### src/rtl/ref_wb_drain_ctrl.sv
// ref_wb_drain_ctrl: collects per-PE reference writebacks, waits for the ring to drain,
// then releases either the next reference particle or motion update.
module ref_wb_drain_ctrl #(
  parameter int NUM_CELLS    = 64,
  parameter int DRAIN_CYCLES = NUM_CELLS
) (
  input  logic                            clk,
  input  logic                            rst,
  input  logic [NUM_CELLS-1:0]            ref_wb_issued,
  input  logic [NUM_CELLS-1:0]            force_valid,
  input  logic [NUM_CELLS-1:0]            force_wr_enable,
  input  logic                            force_cache_input_buffer_empty,
  input  logic                            all_filter_buffer_empty,
  input  logic                            all_reading_done,
  input  logic                            mu_done,
  output logic                            all_ref_wb_issued,
  output logic                            interconnect_empty,
  output logic                            goto_next_ref,
  output logic                            motion_update_start,
  output logic [$clog2(DRAIN_CYCLES):0]   drain_count,
  output logic                            wb_protocol_err
);
  localparam int CW = $clog2(DRAIN_CYCLES) + 1;
  localparam logic [CW-1:0] DC = CW'(DRAIN_CYCLES);
  typedef enum logic [1:0] {COLLECT, DRAIN, DECIDE, MU_RUN} state_t;
  state_t state_q, state_d;
  logic [NUM_CELLS-1:0] cap_q, cap_d;
  logic [CW-1:0] cnt_q, cnt_d;
  logic all_q, all_d, ie_q, ie_d, goto_q, goto_d, mus_q, mus_d, err_q, err_d;
  always_comb begin
    state_d = state_q;
    cap_d   = cap_q;
    all_d   = all_q;
    cnt_d   = cnt_q;
    goto_d  = 1'b0;
    mus_d   = 1'b0;
    err_d   = err_q | ((state_q != COLLECT) && (|ref_wb_issued));
    case (state_q)
      COLLECT: begin
        cap_d   = cap_q | ref_wb_issued;
        all_d   = &cap_d;
        cnt_d   = '0;
        state_d = all_q ? DRAIN : COLLECT;
      end
      DRAIN: begin
        // any ring traffic restarts the idle window; the count saturates at DC
        cnt_d   = (|force_valid || |force_wr_enable) ? '0 : (cnt_q == DC) ? cnt_q : cnt_q + 1'b1;
        state_d = (cnt_q == DC && force_cache_input_buffer_empty && all_filter_buffer_empty) ? DECIDE : DRAIN;
      end
      DECIDE: begin
        cap_d   = '0;
        all_d   = 1'b0;
        cnt_d   = '0;
        goto_d  = ~all_reading_done;
        mus_d   = all_reading_done;
        state_d = all_reading_done ? MU_RUN : COLLECT;
      end
      default: state_d = mu_done ? COLLECT : MU_RUN;
    endcase
    ie_d = (cnt_d == DC);
  end
  always_ff @(posedge clk or negedge rst) begin
    if (!rst) begin
      state_q <= COLLECT;
      cap_q   <= '0;
      cnt_q   <= '0;
      all_q   <= 1'b0;
      ie_q    <= 1'b0;
      goto_q  <= 1'b0;
      mus_q   <= 1'b0;
      err_q   <= 1'b0;
    end else begin
      state_q <= state_d;
      cap_q   <= cap_d;
      cnt_q   <= cnt_d;
      all_q   <= all_d;
      ie_q    <= ie_d;
      goto_q  <= goto_d;
      mus_q   <= mus_d;
      err_q   <= err_d;
    end
  end
  assign all_ref_wb_issued   = all_q;
  assign interconnect_empty  = ie_q;
  assign goto_next_ref       = goto_q;
  assign motion_update_start = mus_q;
  assign drain_count         = cnt_q;
  assign wb_protocol_err     = err_q;
endmodule
### config.mk
export PLATFORM = sky130hd
export DESIGN_NAME = ref_wb_drain_ctrl
export DESIGN_NICKNAME = d
export VERILOG_FILES = /design/src/rtl/ref_wb_drain_ctrl.sv
export SDC_FILE = /design/constraint.sdc
export NUM_CORES = 1
export LEC_CHECK = 0
export BUFFER_PORTS_ARGS = -buffer_cell sky130_fd_sc_hd__buf_2
export CORE_ASPECT_RATIO = 1.2
export CORE_MARGIN = 2
export CORE_UTILIZATION = 46
export CTS_BUF_LIST = sky130_fd_sc_hd__clkbuf_4 sky130_fd_sc_hd__clkbuf_8
export CTS_CLUSTER_DIAMETER = 50
export DETAILED_ROUTE_END_ITERATION = 10
export PLACE_DENSITY = 0.87
export SYNTH_ARGS = -nofsm -noshare
export SYNTH_HDL_FRONTEND = slang
export SYNTH_SLANG_ARGS = --single-unit
### constraint.sdc
create_clock -name clk -period 2.1 [get_ports clk]
set_clock_uncertainty 0.05 [all_clocks]
set_input_delay 0.105 -clock clk [delete_from_list [all_inputs] [get_ports clk]]
set_output_delay 0.105 -clock clk [all_outputs]
set_load 0.005 [all_outputs]
==> metrics.log <==
[metrics] total power density per cell area: between 600 and 700 nW/µm²
[metrics] vias in the first global route: between 4,000 and 5,000
[metrics] Vias per Instance: roughly 6
[metrics] share of the synthesized area in the top cell type: 0.5223
[metrics] count of flip-flops with a built-in enable after synthesis: 0
[metrics] clock input transition at the sequential cells of the worst setup and hold paths: roughly 80 ps
[metrics] Routed Antenna Nets: 0
[metrics] CP max stage cell: or3_1
[metrics] clock latency reported for the late side of the worst-skew pair: ~350 ps
[metrics] most instantiated cells after synthesis: 78 x dfrtp_1, 74 x nor2_1, 67 x a21oi_1, 55 x nor4_1, 29 x o22ai_1
[metrics] chip width: around 86 µm
[metrics] static leakage power: 2.464 nW
[metrics] wire length of the first global-routing pass: 20,130 µm
[metrics] total count of hold-check failures in the final report: 0
[metrics] worst min-delay path category: in -> reg
[metrics] CTS tree: done
[metrics] total number of vias: 4,401
[metrics] worst hold margin: between 0.07 and 0.08 ps
[metrics] synthesis-stage register bit count: 78
[metrics] number of cells upsized or downsized after cts: 0
[metrics] kind of start point of the critical path: flip-flop
[metrics] type of destination of the critical path: flip-flop
[metrics] synthesized area divided by synthesized cell count: 9.274 µm²
[metrics] logic gate share of total power: 0.166
[metrics] cell accounting for the most synthesized area: dfrtp_1
[metrics] sequential share of the synthesized area: 0.5223
[metrics] classification of the worst setup path: reg -> reg
[metrics] maximum buffer depth of the clock tree: 2
[metrics] count of pins over their slew limit: 0
[metrics] Final Routed Wirelength: around 14,000 µm
[metrics] area inside the core boundary: 8018 µm²
[metrics] GR Util All Layers: 0.3019
[metrics] result of the run: finished, final reports clean
[metrics] global route total overflow: 0
[metrics] maximum frequency from static timing analysis: between 500 and 600 MHz
[metrics] gate count of the mapped netlist: about 400
[metrics] cell with the most instances after synthesis: dfrtp_1
[metrics] proportion of power drawn by the clock network: 0.336
[metrics] number of buffers added for setup after CTS: 0
[metrics] proportion of layout cells with a drive suffix above 1: 0.3815
[metrics] drt pass-1 iters: 5
[metrics] Largest stage delay, worst path: approximately 450 ps
[metrics] arrival time at the worst endpoint: roughly 2200 ps
[metrics] standard-cell rows: 36
[metrics] FFs w/ async S/R, synth: 1.000
[metrics] synthesis-to-finish area growth: 46.90%
[metrics] ordered list of cells on the worst path: or3_4, or3_1, nor2_1, o221a_2, o22ai_1, nor3b_2
[metrics] synth top area cells: dfrtp_1 52%, nor4_1 9.2%, a21oi_1 9.0%
[metrics] IR Drop Worst-Case VDD: between 0.0006 and 0.0007 V
[metrics] Detailed Place HPWL: a little over 10,000 µm
[metrics] count of yosys warnings during synthesis: 0
[metrics] Post-Syn Nets: ~600
[metrics] initial antenna violation count: 1
[metrics] DRC violation count after routing: 0
[metrics] Tmin final: 1968 ps
[metrics] count of nets after finishing: between 800 and 900
[metrics] RePlAce Congestion: between 0.9 and 1
[metrics] required arrival time at the worst endpoint: ~2300 ps
[metrics] height of the die: just over 100 µm
[metrics] switching power summed over all nets: around 0.92 mW
[metrics] Root Buffer Master: clkbuf_8
[metrics] number of input and output port buffers inserted: between 200 and 250
[metrics] count of maximum capacitance violations: 0
[metrics] footprint of the flip-flops and latches: just under 2000 µm²
[metrics] maximum number of pins on one net before global-route repair: around 80
[metrics] number of CTS-inserted buffers: 9
[metrics] top_reg_cell synth: dfrtp_1
[metrics] Final period util: 0.9372
[metrics] Tightest Pin Transition: between 700 and 800 ps
[metrics] switching share of power: 0.2707
[metrics] internal power component: 2.478 mW
[metrics] total negative slack for setup checks: 0 ps
[metrics] number of ports placed on the die boundary: 210
[metrics] Wirelength per Cell: roughly 18 µm
[metrics] Iteration-0 DRC Markers: 250
[metrics] initial core utilization: 0.4661
[metrics] RSZ-0062 raised after global routing: no
[metrics] beginning of the worst register-to-register path: drain_count[5]
[metrics] total die area: between 8000 and 9000 µm²
[metrics] Seq pwr share: 0.497
[metrics] Slew Limit Headroom: 0.4722
[metrics] total area of multi-input combinational cells: ~1700 µm²
[metrics] Fill cells: approximately 610
[metrics] Mapped Area: 3737 µm²
[metrics] H-tree levels: 3
[metrics] CTS sink cnt: slightly below 80
[metrics] # setup viols final: 0
[metrics] highest fanout seen on the critical path: 6
[metrics] hold_sp: ref_wb_issued[26]
[metrics] post-synth cell types: 44
[metrics] beginning of the critical path: drain_count[5]
-- worst max-delay path, delay by kind of cell, from the launching register on --
kind               cells  cell delay, ps
AOI/OAI and AO/OA      2             270
and+or+nand+nor        4            1130
DFF                    1             440
-- layout by cell type (no fill, tap or decap), drive strengths merged, types with 3 or more instances in the layout --
cell type	instances
nand4	13
nand3	6
buf	226
o21ai	5
a21o	3
nor3	7
dfrtp	78
nor4	57
nand2	10
nor2	74
a21oi	67
dlygate4sd3	31
o22ai	29
clkbuf	10
inv	6
-- through the flow --
| step | setup slack (ps) | total power, mW | cells | utilization | area [µm²] |
|---|---|---|---|---|---|
| global route | 45.22 | 3.548 | 753 | 0.6841 | 5485 |
| CTS | 65.71 | 3.399 | 753 | 0.6841 | 5485 |
| finish | 132.0 | 3.398 | 755 | 0.6848 | 5490 |
| detailed placement | 73.59 | 2.230 | 706 | 0.6202 | 4972 |
| floorplan | 172.8 | 1.879 | 403 | - | 3737 |
| global placement | 56.18 | 2.205 | 706 | 0.6202 | 4972 |
-- flip-flops by register name (all words and copies together) (netlist names) --
register             count
cap_q                   64
drain_count              7
state_q                  2
all_ref_wb_issued        1
goto_next_ref            1
interconnect_empty       1
motion_update_start      1
wb_protocol_err          1
-- power by group through the flow --
stage	clock network, mW	logic (mW)	registers (mW)
after floorplan	0	0.182	1.70
after global placement	0	0.498	1.71
after detailed placement	0	0.515	1.71
after CTS	1.15	0.560	1.69
after global routing	1.23	0.621	1.70
final	1.14	0.565	1.69
-- final timing paths --
check                      cells after the start  slack [ps]                 end
hold reg to reg                                2         440           cap_q[33]
setup reg to reg                               6         130  interconnect_empty
min in group asynchronous                      3         250           cap_q[48]
setup / recovery                               6         130  interconnect_empty
max in group asynchronous                      3        1400          state_q[0]
hold / removal                                 3        0.08           cap_q[26]
-- cell type report --
cell class              count  share of cell area
repair buffers            257              0.2726
clock inverters             6             0.01299
flip-flops and latches     78              0.3555
diodes                      2           0.0009116
well taps                  95             0.02165
clock buffers              10             0.02393
inverters                   5            0.003418
multi-input cells         302              0.3090
-- kinds of logic after synthesis --
| logic type | after synthesis | synth area share |
|---|---|---|
| mux | 2 | 0.005691 |
| buf+inv | 23 | 0.02578 |
| xor+xnor | 3 | 0.007032 |
| flops | 78 | 0.5223 |
| fa+ha+maj | 2 | 0.006695 |
| simple gates | 179 | 0.2548 |
| compound gates | 116 | 0.1778 |
-- routing by layer --
layer	up-vias	wire [µm]	global-route usage
li1	2033	-	-
met1	2046	4711	0.3468
met2	289	6995	0.5552
met3	33	1483	0.06485
met4	0	401	0.1082
met5	-	0	0
-- repair_timing --
action                     CTS  global route
setup endpoints to repair    0             3
hold endpoints to repair   108             0
hold buffers                31             0
(Power assumes the default switching activity.)
